### src/rtl/arb_pkg.sv
// Shared arbitration types and helpers for the max-select and round-robin arbiters.
package arb_pkg;

  localparam int TIE_HIGH = 0;
  localparam int TIE_LOW  = 1;

  localparam int MAX_IW = 5;
  localparam int MAX_W  = 32;

  typedef logic [MAX_IW-1:0] arb_idx_t;
  typedef logic [MAX_W-1:0]  arb_val_t;

  typedef struct packed {
    arb_val_t val;
    arb_idx_t idx;
    logic     tie;
  } arb_cand_t;

  function automatic int clog2(input int value);
    int r;
    r = 0;
    while ((1 << r) < value) r++;
    return r;
  endfunction

endpackage

### src/rtl/max_cmp_node.sv
// One compare-tree node: picks the larger of two candidates and registers the winner
// while the pipeline is not stalled.
module max_cmp_node
  import arb_pkg::*;
#(
  parameter int W        = 8,
  parameter int IW_IN    = 2,
  parameter int TIE_MODE = TIE_HIGH
) (
  input  logic             clk,
  input  logic             rst_n,
  input  logic             en,
  input  logic [W-1:0]     a_val,
  input  logic [IW_IN-1:0] a_idx,
  input  logic             a_tie,
  input  logic [W-1:0]     b_val,
  input  logic [IW_IN-1:0] b_idx,
  input  logic             b_tie,
  output logic [W-1:0]     val_q,
  output logic [IW_IN-1:0] idx_q,
  output logic             tie_q
);

  logic             b_wins;
  logic [W-1:0]     val_d;
  logic [IW_IN-1:0] idx_d;
  logic             tie_d;

  // a is always the lower-index half, so equal values resolve by TIE_MODE alone.
  always_comb begin
    b_wins = (b_val > a_val) || ((b_val == a_val) && (TIE_MODE == TIE_HIGH));
    val_d  = val_q;
    idx_d  = idx_q;
    tie_d  = tie_q;
    if (en) begin
      val_d = b_wins ? b_val : a_val;
      idx_d = b_wins ? b_idx : a_idx;
      tie_d = (a_val == b_val) | (b_wins ? b_tie : a_tie);
    end
  end

  always_ff @(posedge clk or negedge rst_n) begin
    if (!rst_n) begin
      val_q <= '0;
      idx_q <= '0;
      tie_q <= 1'b0;
    end else begin
      val_q <= val_d;
      idx_q <= idx_d;
      tie_q <= tie_d;
    end
  end

endmodule

### src/rtl/max_select_arbiter_pipe.sv
// Pipelined max-value arbiter: heap-ordered compare tree of N-1 registered nodes,
// one stage per level, with a matching valid pipe and global stall.
module max_select_arbiter_pipe
  import arb_pkg::*;
#(
  parameter  int N        = 4,
  parameter  int W        = 8,
  parameter  int TIE_MODE = TIE_HIGH,
  localparam int IW       = clog2(N)
) (
  input  logic           clk,
  input  logic           rst_n,
  input  logic           in_valid,
  output logic           in_ready,
  input  logic [N*W-1:0] in_data,
  output logic           out_valid,
  input  logic           out_ready,
  output logic [IW-1:0]  out_idx,
  output logic [W-1:0]   out_max,
  output logic           out_tie
);

  logic          stall;
  logic [IW-1:0] vld_q;
  logic [IW-1:0] vld_d;

  // Heap layout: node i has children 2i (lower index) and 2i+1; channel k is leaf N+k.
  logic [W-1:0]  t_val [1:2*N-1];
  logic [IW-1:0] t_idx [1:2*N-1];
  logic          t_tie [1:2*N-1];

  assign stall     = out_valid && !out_ready;
  assign in_ready  = !stall;
  assign out_valid = vld_q[IW-1];
  assign out_max   = t_val[1];
  assign out_idx   = t_idx[1];
  assign out_tie   = t_tie[1];

  for (genvar k = 0; k < N; k++) begin : g_leaf
    assign t_val[N+k] = in_data[k*W +: W];
    assign t_idx[N+k] = IW'(k);
    assign t_tie[N+k] = 1'b0;
  end

  for (genvar i = 1; i < N; i++) begin : g_node
    max_cmp_node #(
      .W        (W),
      .IW_IN    (IW),
      .TIE_MODE (TIE_MODE)
    ) u_node (
      .clk   (clk),
      .rst_n (rst_n),
      .en    (!stall),
      .a_val (t_val[2*i]),
      .a_idx (t_idx[2*i]),
      .a_tie (t_tie[2*i]),
      .b_val (t_val[2*i+1]),
      .b_idx (t_idx[2*i+1]),
      .b_tie (t_tie[2*i+1]),
      .val_q (t_val[i]),
      .idx_q (t_idx[i]),
      .tie_q (t_tie[i])
    );
  end

  always_comb begin
    vld_d = vld_q;
    if (!stall) begin
      vld_d[0] = in_valid;
      for (int s = 1; s < IW; s++) vld_d[s] = vld_q[s-1];
    end
  end

  always_ff @(posedge clk or negedge rst_n) begin
    if (!rst_n) vld_q <= '0;
    else        vld_q <= vld_d;
  end

endmodule

### config.mk
export PLATFORM = sky130hd
export DESIGN_NAME = max_select_arbiter_pipe
export DESIGN_NICKNAME = d
export VERILOG_FILES = /design/src/rtl/arb_pkg.sv /design/src/rtl/max_cmp_node.sv /design/src/rtl/max_select_arbiter_pipe.sv
export SDC_FILE = /design/constraint.sdc
export NUM_CORES = 1
export LEC_CHECK = 0
export CORE_MARGIN = 4
export CORE_UTILIZATION = 40
export CTS_BUF_LIST = sky130_fd_sc_hd__clkbuf_16
export CTS_CLUSTER_SIZE = 30
export DETAILED_ROUTE_END_ITERATION = 12
export GPL_TIMING_DRIVEN = 0
export PLACE_DENSITY_LB_ADDON = 0.15
export SLEW_MARGIN = 20
export SYNTH_ARGS = -nofsm -noshare
export SYNTH_HDL_FRONTEND = slang
export SYNTH_SLANG_ARGS = --single-unit
### constraint.sdc
create_clock -name clk -period 1.55 [get_ports clk]
set_input_delay 0.31 -clock clk [delete_from_list [all_inputs] [get_ports clk]]
set_output_delay 0.31 -clock clk [all_outputs]
set_load 0.03 [all_outputs]
==> results of run 1 <==
## cell usage in the layout, fill, tap and decap left out, drive strengths merged, types with 2 or more instances in the layout
cell	synthesis	layout
nand3	15	15
clkdlybuf4s15	0	3
mux2	8	8
a31oi	11	11
nand2b	4	4
o21a	2	2
or2	8	8
o21ai	15	15
buf	11	90
a2bb2oi	2	2
nor2	24	24
o221ai	8	8
nand4	11	11
ha	24	24
nand2	29	29
inv	28	28
dfrtp	34	34
clkinv	0	2
a221o	2	2
a21oi	22	22
dlygate4sd2	0	15
clkbuf	4	15
o41ai	3	3
a2111oi	2	2
## routing by layer
metal,GRT usage,part of all wire,wire length [µm]
met1,0.275,0.38,3420
met2,0.374,0.50,4500
met3,0.0257,0.072,651
met4,0.0779,0.048,431
met5,0,0,0
## state kept, by name, summed over array words and instances, names as in the netlist
name                 flops
g_node.u_node.val_q     24
g_node.u_node.idx_q      5
g_node.u_node.tie_q      3
vld_q                    2
## cells in the mapped netlist (2+ instances only)
library cell / number / area share
sky130_fd_sc_hd__a31oi_1: 11 / 0.028
sky130_fd_sc_hd__ha_1: 24 / 0.12
sky130_fd_sc_hd__buf_6: 2 / 0.0091
sky130_fd_sc_hd__a21oi_1: 21 / 0.042
sky130_fd_sc_hd__o21ai_0: 11 / 0.022
sky130_fd_sc_hd__dfrtp_1: 34 / 0.34
sky130_fd_sc_hd__buf_2: 8 / 0.016
sky130_fd_sc_hd__nand3_1: 15 / 0.030
sky130_fd_sc_hd__o21ai_1: 4 / 0.0081
sky130_fd_sc_hd__o21a_1: 2 / 0.0061
sky130_fd_sc_hd__a2bb2oi_2: 2 / 0.012
sky130_fd_sc_hd__o41ai_1: 2 / 0.0071
sky130_fd_sc_hd__or2_1: 3 / 0.0076
sky130_fd_sc_hd__o221ai_2: 7 / 0.042
sky130_fd_sc_hd__nand4_1: 11 / 0.028
sky130_fd_sc_hd__nand2_1: 28 / 0.042
sky130_fd_sc_hd__mux2_4: 7 / 0.042
sky130_fd_sc_hd__or2_2: 5 / 0.013
sky130_fd_sc_hd__clkbuf_1: 4 / 0.0061
sky130_fd_sc_hd__nand2b_1: 3 / 0.0076
sky130_fd_sc_hd__nor2_1: 24 / 0.036
sky130_fd_sc_hd__inv_1: 28 / 0.042
## worst paths after layout
| kind | startpoint | endpoint | slack, ps | cells after the start |
|---|---|---|---|---|
| setup / recovery | g_node[3].u_node.val_q[1]$_DFFE_PN0N_ | g_node[1].u_node.val_q[4]$_DFFE_PN0N_ | -280 | 6 |
| hold / removal | in_data[0] | g_node[2].u_node.val_q[0]$_DFFE_PN0N_ | 310 | 3 |
| setup reg to reg | g_node[3].u_node.val_q[1]$_DFFE_PN0N_ | g_node[1].u_node.val_q[4]$_DFFE_PN0N_ | -280 | 6 |
| hold reg to reg | g_node[3].u_node.idx_q[1]$_DFFE_PN0N_ | g_node[3].u_node.idx_q[1]$_DFFE_PN0N_ | 490 | 1 |
| max in group asynchronous | rst_n | g_node[3].u_node.val_q[7]$_DFFE_PN0N_ | 650 | 3 |
| min in group asynchronous | rst_n | g_node[1].u_node.val_q[0]$_DFFE_PN0N_ | 480 | 2 |
## worst max-delay path: cells and delay by family, from the launching register on
family,cells,cell delay (ps)
buffers and inverters,1,200
DFF,1,450
adders and majority gates,1,190
and+or+nand+nor,1,260
AOI/OAI and AO/OA,3,650
## power by group through the flow
stage	combinational (mW)	clock (mW)	sequential, mW
after CTS	2.33	1.12	1.30
after global routing	3.12	1.17	1.35
after global placement	2.05	0	1.31
after floorplan	1.12	0	1.57
final	2.95	1.11	1.32
after detailed placement	2.09	0	1.32
## final cells by class
class | instances | area [µm²] | area share
Buffer | 15 | 140 | 0.0332
Clock buffer | 5 | 125 | 0.0296
Tap cell | 75 | 93.8 | 0.0222
Clock inverter | 3 | 40.0 | 0.00949
Multi-Input combinational cell | 199 | 1980 | 0.469
Timing Repair Buffer | 105 | 858 | 0.203
Sequential cell | 34 | 851 | 0.202
Inverter | 28 | 133 | 0.0314
## repair_timing
| action | 4_1_cts | 5_1_grt |
|---|---|---|
| buffers inserted | 27 | 24 |
| setup endpoints to repair | 44 | 30 |
| gates cloned | 3 | 1 |
| hold endpoints to repair | 12 | 0 |
| pin swaps | 29 | 36 |
| resized for setup | 169 | 72 |
| hold buffers | 1 | 0 |
## kinds of logic after synthesis
| group | after synthesis | synth area share |
|---|---|---|
| AND/OR/NAND/NOR | 94 | 0.180 |
| buffers and inverters | 43 | 0.0753 |
| multiplexers | 8 | 0.0470 |
| AO/OA/AOI/OAI | 73 | 0.232 |
| flip-flops | 34 | 0.344 |
| adder cells (fa/ha/maj) | 24 | 0.121 |
==> summary.json, run 1 <==
{
  "run_status": {
    "outcome": "finished with violations",
    "failing_checks": "negative setup slack"
  },
  "clock_network": {
    "cts.path.max_buffers": 2,
    "clkSinkCount": 34,
    "cts.reportedPaths.clkPinSlew_ps": 50,
    "root_buffer_cell": "sky130_fd_sc_hd__clkbuf_16",
    "insertion_delay_ps": 280,
    "htree_num_levels": 2,
    "tritoncts": "yes",
    "cts-buffers-inserted": 5
  },
  "timing": {
    "relSlewSlack": 0.704,
    "fin_hold_ws_ps": 306,
    "grt_setup_unrepaired": "true",
    "finalSetupViolations": 25,
    "layout_min_cycle_time_ps": 1830,
    "slew_viol_final": 0,
    "maximum_clock_frequency_mhz": 547,
    "max_slew.worst_pin.slew_ps": 443,
    "post-route-worst-setup-slack_ps": -277,
    "finalClockSkew_ps": 3.08,
    "finalCritPeriodShare": 1.18,
    "finalHoldViolations": 0,
    "fin_tns_setup_ps": -3600
  },
  "worst_setup_path": {
    "critical_path.startpoint_type": "flip-flop",
    "crit_fanout": 5,
    "worst_ep_arrival_time_ps": 2030,
    "critical_path.max_stage_delay_ps": 450,
    "critical_path_required_ps": 1750,
    "critPathSlowestCell": "sky130_fd_sc_hd__dfrtp_1",
    "critical_path.endpoint_type": "flip-flop",
    "setup.worst_path.class": "flip-flop to flip-flop",
    "crit_chain": "ha_4 -> or2_4 -> o41ai_4 -> buf_6 -> a31oi_4 -> a21oi_2"
  },
  "synth": {
    "synth.net_count": 336,
    "avg_synthesized_cell_area_um2": 8.97,
    "asyncSetResetFlopFracSynth": 1.00,
    "seq_total_area_yosys": 0.344,
    "ys.flop_type": "sky130_fd_sc_hd__dfrtp_1",
    "synth_cell_type_count": 42,
    "synth_cells": 276,
    "ys_warn_count": 0,
    "number_of_flops_mapped_to_enable_cells_by_yosys": 0,
    "synth-seq-cells": 34,
    "synth_cell_area_um2": 2480
  },
  "floorplan": {
    "floorplan.die.height_um": 86.7,
    "die_w_um": 86.7,
    "floorplan.die_area_um2": 7510,
    "io-pin-count": 49,
    "design.core.area_um2": 5960,
    "floorplan.rows": 28,
    "floorplan.initialDensity": 0.416
  },
  "global_route": {
    "via_count_of_the_first_global_routing_pass": 2417,
    "globalRouteOverflowTotal": 0,
    "grt_max_degree": 23,
    "grt_first_pass_wirelength_mm": 12.5,
    "grt_antenna_before_repair": 0,
    "grtUsageTotal": 0.216
  },
  "finish": {
    "num-nets-final": 448,
    "drive_gt1_frac": 0.553,
    "area_delta_synth_final_pct": 70.4,
    "n_antenna_cell": 0,
    "final_core_util": 0.709,
    "postLayoutCellArea_um2": 4220,
    "instances_no_fill": 464,
    "num-fill-cells": 441
  },
  "min_path": {
    "hold_path.class": "input pin to flip-flop"
  },
  "detailed_routing": {
    "dr.pass1.iters": 4,
    "drc": 0,
    "first_iter_violations": 196,
    "antenna_left": 0,
    "detail_route.wl_per_cell_um": 19.4,
    "detailroute.via_count": 2613,
    "totalWireLength_mm": 9.00,
    "viasPerCell": 5.63
  },
  "power": {
    "comb_power_share": 0.548,
    "power.internal_mw": 3.25,
    "worst_ir_drop_vdd_mv": 0.961,
    "leakagePower_nw": 1.89,
    "total_switching_power_mw": 2.13,
    "power_mw": 5.39,
    "p_sw_frac": 0.396,
    "share_clk_of_total_power": 0.207,
    "cellPowerDensity_nw_per_um2": 1280,
    "seq_power_share": 0.245
  },
  "placed_design": {
    "place_worst_setup_slack_ps": -1020,
    "dp_cells": 400,
    "postPlaceCellArea_um2": 3320,
    "dpl.hpwl_mm": 5.18,
    "finalWeightedCongestion": 0.868,
    "port_buffers": 48
  },
  "run": {
    "max_cap_violations": 0
  }
}
Power figures use the tool's default switching activity.
==> inputs of run 2 (changes only) <==
CORE_ASPECT_RATIO = 1.1   (was not set)
CTS_CLUSTER_DIAMETER = 80   (was not set)
GPL_TIMING_DRIVEN = not set   (was 0)
==> summary.json, run 2 (synthesis results as in run 1) <==
{
  "detailed_routing": {
    "dr.pass1.iters": {"value": 4, "change": "unchanged"},
    "detail_route.wl_per_cell": {"value": 17.3, "unit": "µm", "change": "was 19.4 µm"},
    "first_iter_violations": {"value": 151, "change": "was 196"},
    "totalWireLength": {"value": 8.73, "unit": "mm", "change": "was 9.00 mm"},
    "viasPerCell": {"value": 5.47, "change": "was 5.63"},
    "drc": {"value": 0, "change": "unchanged"},
    "detailroute.via_count": {"value": 2757, "change": "was 2,613"},
    "antenna_left": {"value": 0, "change": "unchanged"}
  },
  "placed_design": {
    "finalWeightedCongestion": {"value": 0.863, "change": "was 0.868"},
    "port_buffers": {"value": 48, "change": "unchanged"},
    "dpl.hpwl": {"value": 5.36, "unit": "mm", "change": "was 5.18 mm"}
  },
  "global_route": {
    "grt_antenna_before_repair": {"value": 0, "change": "unchanged"},
    "grtUsageTotal": {"value": 0.207, "change": "was 0.216"},
    "via_count_of_the_first_global_routing_pass": {"value": 2637, "change": "was 2,417"},
    "globalRouteOverflowTotal": {"value": 0, "change": "unchanged"},
    "grt_first_pass_wirelength": {"value": 12.6, "unit": "mm", "change": "was 12.5 mm"},
    "grt_max_degree": {"value": 57, "change": "was 23"}
  },
  "floorplan": {
    "floorplan.rows": {"value": 29, "change": "was 28"},
    "design.core.area": {"value": 5880, "unit": "µm²", "change": "was 5960 µm²"},
    "die_w": {"value": 83.0, "unit": "µm", "change": "was 86.7 µm"},
    "floorplan.initialDensity": {"value": 0.421, "change": "was 0.416"},
    "floorplan.die_area": {"value": 7510, "unit": "µm²", "change": "about the same"},
    "floorplan.die.height": {"value": 90.5, "unit": "µm", "change": "was 86.7 µm"},
    "io-pin-count": {"value": 49, "change": "unchanged"}
  },
  "timing": {
    "maximum_clock_frequency": {"value": 509, "unit": "MHz", "change": "was 547 MHz"},
    "slew_viol_final": {"value": 0, "change": "unchanged"},
    "fin_tns_setup": {"value": -4590, "unit": "ps", "change": "was -3600 ps"},
    "post-route-worst-setup-slack": {"value": -414, "unit": "ps", "change": "was -277 ps"},
    "max_slew.worst_pin.slew": {"value": 379, "unit": "ps", "change": "was 443 ps"},
    "finalCritPeriodShare": {"value": 1.27, "change": "was 1.18"},
    "finalClockSkew": {"value": 4.56, "unit": "ps", "change": "was 3.08 ps"},
    "finalHoldViolations": {"value": 0, "change": "unchanged"},
    "layout_min_cycle_time": {"value": 1960, "unit": "ps", "change": "was 1830 ps"},
    "finalSetupViolations": {"value": 26, "change": "was 25"},
    "grt_setup_unrepaired": {"value": "true", "change": "unchanged"},
    "relSlewSlack": {"value": 0.747, "change": "was 0.704"}
  },
  "worst_setup_path": {
    "critical_path.max_stage_delay": {"value": 380, "unit": "ps", "change": "was 450 ps"},
    "critPathSlowestCell": {"value": "sky130_fd_sc_hd__dfrtp_1", "change": "unchanged"},
    "crit_fanout": {"value": 5, "change": "unchanged"},
    "setup.worst_path.class": {"value": "flip-flop to flip-flop", "change": "unchanged"},
    "critPathMostFrequentCell": "sky130_fd_sc_hd__buf_4",
    "critical_path.startpoint_type": {"value": "flip-flop", "change": "unchanged"},
    "worst_ep_arrival_time": {"value": 2120, "unit": "ps", "change": "was 2030 ps"},
    "critical_path_required": {"value": 1700, "unit": "ps", "change": "was 1750 ps"},
    "crit_chain": {"value": "inv_2 -> ha_4 -> a41oi_2 -> a21oi_2 -> buf_4 -> o41ai_4 -> buf_4 -> buf_4 -> a31oi_1 -> a21oi_1", "change": "was ha_4 -> or2_4 -> o41ai_4 -> buf_6 -> a31oi_4 -> a21oi_2"},
    "critical_path.endpoint_type": {"value": "flip-flop", "change": "unchanged"}
  },
  "finish": {
    "layout_common_cells": {"value": "98 x sky130_fd_sc_hd__buf_4, 34 x sky130_fd_sc_hd__dfrtp_1, 25 x sky130_fd_sc_hd__nand2_1, 23 x sky130_fd_sc_hd__nor2_1, 22 x sky130_fd_sc_hd__ha_4", "change": "was 50 x sky130_fd_sc_hd__buf_4, 34 x sky130_fd_sc_hd__dfrtp_1, 25 x sky130_fd_sc_hd__nand2_1, 23 x sky130_fd_sc_hd__nor2_1, 22 x sky130_fd_sc_hd__ha_4"},
    "area_delta_synth_final": {"value": 83.9, "unit": "%", "change": "was 70.4%"},
    "final_common_cell": {"value": "sky130_fd_sc_hd__buf_4", "change": "unchanged"},
    "top_regs": {"value": "g_node.u_node.val_q: 24 flops, g_node.u_node.idx_q: 5 flops, g_node.u_node.tie_q: 3 flops", "change": "unchanged"},
    "drive_gt1_frac": {"value": 0.616, "change": "was 0.553"},
    "num-nets-final": {"value": 487, "change": "was 448"},
    "n_antenna_cell": {"value": 0, "change": "unchanged"},
    "largest_reg_flops": {"value": 24, "change": "unchanged"},
    "num-fill-cells": {"value": 384, "change": "was 441"},
    "top_register": {"value": "g_node.u_node.val_q", "change": "unchanged"}
  },
  "clock_network": {
    "clkSinkCount": {"value": 34, "change": "unchanged"},
    "cts.path.max_buffers": {"value": 2, "change": "unchanged"},
    "cts-buffers-inserted": {"value": 5, "change": "unchanged"},
    "insertion_delay": {"value": 270, "unit": "ps", "change": "was 280 ps"},
    "root_buffer_cell": {"value": "sky130_fd_sc_hd__clkbuf_16", "change": "unchanged"},
    "cts.reportedPaths.clkPinSlew": {"value": 50, "unit": "ps", "change": "about the same"},
    "htree_num_levels": {"value": 2, "change": "unchanged"},
    "tritoncts": {"value": "yes", "change": "unchanged"},
    "ctsHoldBuffers": {"value": 0, "change": "was 1"}
  },
  "run_status": {
    "failing_checks": {"value": "negative setup slack", "change": "unchanged"},
    "outcome": {"value": "finished with violations", "change": "unchanged"}
  },
  "power": {
    "cellPowerDensity": {"value": 1220, "unit": "nW/µm²", "change": "was 1280 nW/µm²"},
    "power": {"value": 5.55, "unit": "mW", "change": "was 5.39 mW"},
    "worst_ir_drop_vdd": {"value": 0.920, "unit": "mV", "change": "was 0.961 mV"},
    "leakagePower": {"value": 2.09, "unit": "nW", "change": "was 1.89 nW"}
  },
  "min_path": {
    "hold_path.class": {"value": "input pin to flip-flop", "change": "unchanged"}
  },
  "run": {
    "max_cap_violations": {"value": 0, "change": "unchanged"}
  }
}
run 2: cell count changes in the layout (fill, tap and decap cells not counted), sizes merged, moves of 2 or more:
cell           change
dlygate4sd2        -3
buf               +39
clkinv             -2
inv                +2
clkdlybuf4s50      +2
run 2: layer usage:
layer	wire length (µm)	up-vias	share of wire	global-route usage
met5	0	-	0	0
met4	270	0	0.031	0.0995
met3	399	27	0.046	0.0182
met2	4680	103	0.54	0.370
met1	3380	1326	0.39	0.248
li1	-	1301	-	-
run 2: path summary, 6_finish.rpt:
check                                                 startpoint                               endpoint  slack (ps)  depth (start not counted)
setup / recovery           g_node[2].u_node.val_q[5]$_DFFE_PN0N_  g_node[1].u_node.val_q[2]$_DFFE_PN0N_        -410                         10
hold / removal                                       in_data[22]  g_node[3].u_node.val_q[6]$_DFFE_PN0N_         370                          4
setup reg to reg           g_node[2].u_node.val_q[5]$_DFFE_PN0N_  g_node[1].u_node.val_q[2]$_DFFE_PN0N_        -410                         10
hold reg to reg            g_node[1].u_node.idx_q[1]$_DFFE_PN0N_  g_node[1].u_node.idx_q[1]$_DFFE_PN0N_         480                          2
max in group asynchronous                                  rst_n  g_node[3].u_node.val_q[1]$_DFFE_PN0N_         970                          2
min in group asynchronous                                  rst_n  g_node[1].u_node.val_q[0]$_DFFE_PN0N_         400                          2
run 2: worst max-delay path: cells and delay by family, from the launching register on:
family	cells	cell delay (ps)
buf+inv	4	550
compound gates	5	640
fa+ha+maj	1	280
flops	1	380
run 2: final cells by class:
class | count | area [µm²] | area share
multi-input cells | 201 | 1990 | 0.437
repair buffers | 157 | 1350 | 0.297
flip-flops and latches | 34 | 851 | 0.187
inverters | 28 | 130 | 0.0286
clock buffers | 5 | 125 | 0.0275
well taps | 77 | 96.3 | 0.0212
clock inverters | 2 | 7.51 | 0.00165
run 2: per-stage QoR:
stage                     utilization  instances  setup slack [ps]  area (µm²)  hold slack [ps]
after floorplan                     -        276              -178        2720             14.4
after global placement          0.659        472              -852        3880              449
after detailed placement        0.659        472              -890        3880              474
after CTS                       0.725        489              -228        4260              372
after global routing            0.775        504              -490        4550              407
final                           0.775        504              -414        4550              371
run 2: report_power, final:
part / switching [mW] / internal (mW) / total [mW] / leakage (nW)
sequential: 0.175 / 1.14 / 1.31 / 0.409
combinational: 1.68 / 1.65 / 3.33 / 1.60
clock: 0.335 / 0.573 / 0.908 / 0.0723
total: 2.20 / 3.36 / 5.55 / 2.09
run 2: what timing repair did:
item | CTS | global route
endpoints found under the setup margin | 42 | 29
gates resized for setup | 158 | 83
pin swaps | 40 | 30
cloned | 4 | 1
buffers inserted | 6 | 15
==> inputs of run 3 (changes only) <==
SETUP_SLACK_MARGIN = 0.4   (was not set)
==> summary.json, run 3 (synthesis results as in run 1) <==
{
  "run_status": {
    "outcome": {"value": "finished with violations", "change": "unchanged"},
    "failing_checks": {"value": "negative setup slack", "change": "unchanged"}
  },
  "detailed_routing": {
    "first_iter_violations": {"value": 200, "change": "was 151"},
    "detailroute.via_count": {"value": 2799, "change": "was 2,757"},
    "viasPerCell": {"value": 5.45, "change": "was 5.47"},
    "dr.pass1.iters": {"value": 4, "change": "unchanged"},
    "totalWireLength": {"value": 9.09, "unit": "mm", "change": "was 8.73 mm"},
    "antenna_left": {"value": 0, "change": "unchanged"},
    "drc": {"value": 0, "change": "unchanged"},
    "detail_route.wl_per_cell": {"value": 17.7, "unit": "µm", "change": "was 17.3 µm"}
  },
  "global_route": {
    "via_count_of_the_first_global_routing_pass": {"value": 2857, "change": "was 2,637"},
    "grtUsageTotal": {"value": 0.217, "change": "was 0.207"},
    "grt_antenna_before_repair": {"value": 0, "change": "unchanged"},
    "grt_first_pass_wirelength": {"value": 13.4, "unit": "mm", "change": "was 12.6 mm"},
    "globalRouteOverflowTotal": {"value": 0, "change": "unchanged"},
    "grt_max_degree": {"value": 35, "change": "was 57"}
  },
  "worst_setup_path": {
    "critPathMostFrequentCell": {"value": "sky130_fd_sc_hd__buf_4", "change": "unchanged"},
    "timing.critical_path.depth": {"value": 9, "change": "was 10"},
    "cp_top_family": {"value": "compound AO/OA/AOI/OAI gates", "change": "unchanged"},
    "critical_path.startpoint_type": {"value": "flip-flop", "change": "unchanged"},
    "worst_ep_arrival_time": {"value": 2030, "unit": "ps", "change": "was 2120 ps"},
    "crit_chain": {"value": "inv_1 -> ha_4 -> o21ai_2 -> a21oi_2 -> buf_4 -> o41ai_4 -> buf_4 -> a211oi_2 -> o21ai_1", "change": "was inv_2 -> ha_4 -> a41oi_2 -> a21oi_2 -> buf_4 -> o41ai_4 -> buf_4 -> buf_4 -> a31oi_1 -> a21oi_1"},
    "worst_setup_path_startpoint": {"value": "g_node[2].u_node.val_q[3]$_DFFE_PN0N_", "change": "was g_node[2].u_node.val_q[5]$_DFFE_PN0N_"},
    "crit_fanout": {"value": 4, "change": "was 5"},
    "rr_worst_depth": {"value": 9, "change": "was 10"},
    "r2r_end": {"value": "g_node[1].u_node.tie_q$_DFFE_PN0N_", "change": "was g_node[1].u_node.val_q[2]$_DFFE_PN0N_"},
    "crit_path_end": {"value": "g_node[1].u_node.tie_q$_DFFE_PN0N_", "change": "was g_node[1].u_node.val_q[2]$_DFFE_PN0N_"},
    "setup.worst_path.class": {"value": "flip-flop to flip-flop", "change": "unchanged"},
    "path_buf_inv": {"value": 3, "change": "was 4"},
    "critical_path.endpoint_type": {"value": "flip-flop", "change": "unchanged"},
    "r2r_start": {"value": "g_node[2].u_node.val_q[3]$_DFFE_PN0N_", "change": "was g_node[2].u_node.val_q[5]$_DFFE_PN0N_"},
    "regToRegSetupSlack": {"value": -320, "unit": "ps", "change": "was -410 ps"},
    "critical_path.max_stage_delay": {"value": 360, "unit": "ps", "change": "was 380 ps"},
    "critical_path_required": {"value": 1710, "unit": "ps", "change": "was 1700 ps"},
    "critPathSlowestCell": {"value": "sky130_fd_sc_hd__dfrtp_1", "change": "unchanged"}
  },
  "power": {
    "worst_ir_drop_vdd": {"value": 1.26, "unit": "mV", "change": "was 0.920 mV"},
    "leakagePower": {"value": 2.18, "unit": "nW", "change": "was 2.09 nW"},
    "cellPowerDensity": {"value": 1250, "unit": "nW/µm²", "change": "was 1220 nW/µm²"}
  },
  "finish": {
    "final_common_cell": {"value": "sky130_fd_sc_hd__buf_4", "change": "unchanged"},
    "top_register": {"value": "g_node.u_node.val_q", "change": "unchanged"},
    "n_antenna_cell": {"value": 0, "change": "unchanged"},
    "num-nets-final": {"value": 496, "change": "was 487"},
    "drive_gt1_frac": {"value": 0.664, "change": "was 0.616"},
    "instances_no_fill": {"value": 514, "change": "was 504"},
    "largest_reg_flops": {"value": 24, "change": "unchanged"},
    "layout_common_cells": {"value": "100 x sky130_fd_sc_hd__buf_4, 33 x sky130_fd_sc_hd__dfrtp_1, 31 x sky130_fd_sc_hd__buf_6, 23 x sky130_fd_sc_hd__nand2_1", "change": "was 98 x sky130_fd_sc_hd__buf_4, 34 x sky130_fd_sc_hd__dfrtp_1, 25 x sky130_fd_sc_hd__nand2_1, 23 x sky130_fd_sc_hd__nor2_1, 22 x sky130_fd_sc_hd__ha_4"},
    "multi_input_area": {"value": 2080, "unit": "µm²", "change": "was 1990 µm²"},
    "top_regs": {"value": "g_node.u_node.val_q: 24 flops, g_node.u_node.idx_q: 5 flops, g_node.u_node.tie_q: 3 flops", "change": "unchanged"},
    "area_delta_synth_final": {"value": 93.7, "unit": "%", "change": "was 83.9%"},
    "final_core_util": {"value": 0.816, "change": "was 0.775"},
    "final-seq-area": {"value": 852, "unit": "µm²", "change": "was 851 µm²"},
    "num-fill-cells": {"value": 349, "change": "was 384"}
  },
  "timing": {
    "max_slew.worst_pin.slew": {"value": 295, "unit": "ps", "change": "was 379 ps"},
    "finalHoldViolations": {"value": 0, "change": "unchanged"},
    "finalSetupViolations": {"value": 26, "change": "unchanged"},
    "slew_viol_final": {"value": 0, "change": "unchanged"},
    "finalClockSkew": {"value": 7.04, "unit": "ps", "change": "was 4.56 ps"},
    "maximum_clock_frequency": {"value": 536, "unit": "MHz", "change": "was 509 MHz"},
    "post-route-worst-setup-slack": {"value": -315, "unit": "ps", "change": "was -414 ps"},
    "finalCritPeriodShare": {"value": 1.20, "change": "was 1.27"},
    "layout_min_cycle_time": {"value": 1870, "unit": "ps", "change": "was 1960 ps"},
    "grt_setup_unrepaired": {"value": "true", "change": "unchanged"},
    "relSlewSlack": {"value": 0.803, "change": "was 0.747"}
  },
  "floorplan": {
    "floorplan.die_area": {"value": 7510, "unit": "µm²", "change": "unchanged"},
    "floorplan.initialDensity": {"value": 0.421, "change": "unchanged"},
    "floorplan.die.height": {"value": 90.5, "unit": "µm", "change": "unchanged"},
    "die_w": {"value": 83.0, "unit": "µm", "change": "unchanged"},
    "io-pin-count": {"value": 49, "change": "unchanged"},
    "floorplan.rows": {"value": 29, "change": "unchanged"},
    "design.core.area": {"value": 5880, "unit": "µm²", "change": "unchanged"}
  },
  "clock_network": {
    "root_buffer_cell": {"value": "sky130_fd_sc_hd__clkbuf_16", "change": "unchanged"},
    "cts.path.max_buffers": {"value": 2, "change": "unchanged"},
    "tritoncts": {"value": "yes", "change": "unchanged"},
    "cts-buffers-inserted": {"value": 5, "change": "unchanged"},
    "clkSinkCount": {"value": 34, "change": "unchanged"},
    "htree_num_levels": {"value": 2, "change": "unchanged"},
    "ctsHoldBuffers": {"value": 0, "change": "unchanged"},
    "cts.reportedPaths.clkPinSlew": {"value": 60, "unit": "ps", "change": "was 50 ps"},
    "insertion_delay": {"value": 280, "unit": "ps", "change": "was 270 ps"}
  },
  "min_path": {
    "hold_path.class": {"value": "input pin to async pin", "change": "was input pin to flip-flop"}
  },
  "placed_design": {
    "port_buffers": {"value": 48, "change": "unchanged"},
    "dpl.hpwl": {"value": 5.53, "unit": "mm", "change": "was 5.36 mm"},
    "finalWeightedCongestion": {"value": 0.774, "change": "was 0.863"},
    "dp_cells": {"value": 477, "change": "was 472"}
  },
  "run": {
    "max_cap_violations": {"value": 0, "change": "unchanged"}
  }
}
[run 3: cell count changes in the layout (fill, tap and decap cells not counted), moves of 4 or more]
| cell | delta |
|---|---|
| sky130_fd_sc_hd__clkbuf_2 | +5 |
| sky130_fd_sc_hd__buf_6 | +14 |
| sky130_fd_sc_hd__clkdlybuf4s15_1 | +4 |
| sky130_fd_sc_hd__inv_2 | -5 |
| sky130_fd_sc_hd__dlygate4sd2_1 | -11 |
[run 3: power by group]
part | switching [mW] | internal (mW) | leakage (nW)
sequential | 0.227 | 1.14 | 0.408
combinational | 1.78 | 1.89 | 1.70
clock | 0.383 | 0.586 | 0.0672
total | 2.39 | 3.62 | 2.18
[run 3: final cells by class]
class / count / area share
Multi-Input combinational cell: 200 / 0.434
Timing Repair Buffer: 167 / 0.310
Sequential cell: 34 / 0.178
Inverter: 28 / 0.0287
Clock buffer: 5 / 0.0261
Tap cell: 77 / 0.0201
Clock inverter: 3 / 0.00339
[run 3: routing by layer]
metal / wire length [µm] / part of all wire / global-route usage
met1: 3410 / 0.38 / 0.251
met2: 5000 / 0.55 / 0.412
met3: 476 / 0.052 / 0.0365
met4: 210 / 0.023 / 0.0463
met5: 0 / 0 / 0
[run 3: how the worst min path moves through the flow]
| stage | startpoint | endpoint | slack, ps |
|---|---|---|---|
| floorplan | rst_n | g_node[1].u_node.idx_q[0]$_DFFE_PN0N_ | 10 |
| global placement | g_node[3].u_node.idx_q[1]$_DFFE_PN0N_ | g_node[3].u_node.idx_q[1]$_DFFE_PN0N_ | 450 |
| detailed placement | g_node[3].u_node.idx_q[1]$_DFFE_PN0N_ | g_node[3].u_node.idx_q[1]$_DFFE_PN0N_ | 480 |
| CTS | rst_n | vld_q[1]$_DFFE_PN0N_ | 410 |
| global route | rst_n | vld_q[1]$_DFFE_PN0N_ | 410 |
| finish | rst_n | vld_q[1]$_DFFE_PN0N_ | 400 |
[run 3: timing repair]
item                                    in CTS  in global routing
cloned                                       2                  1
gates resized for setup                    228                 92
pin swaps                                   42                 39
buffers inserted                            15                 11
endpoints found under the setup margin      44                 44
[run 3: worst register-to-register path: cells and delay by family (launching register included)]
| kind | cells | cell delay (ps) |
|---|---|---|
| buffers and inverters | 3 | 440 |
| adder cells (fa/ha/maj) | 1 | 310 |
| AO/OA/AOI/OAI | 5 | 630 |
| flip-flops | 1 | 360 |
[run 3: stage by stage]
step | power (mW) | setup slack [ps] | TNS, ps | hold slack [ps] | cell area, µm²
after detailed placement | 3.87 | -870 | -18370 | 475 | 3960
after CTS | 5.26 | -216 | -4300 | 408 | 4490
after global placement | 3.81 | -865 | -17700 | 455 | 3960
after global routing | 6.30 | -344 | -5750 | 410 | 4800
final | 6.01 | -315 | -4390 | 396 | 4800
after floorplan | 2.71 | -178 | -2290 | 14.4 | 2770
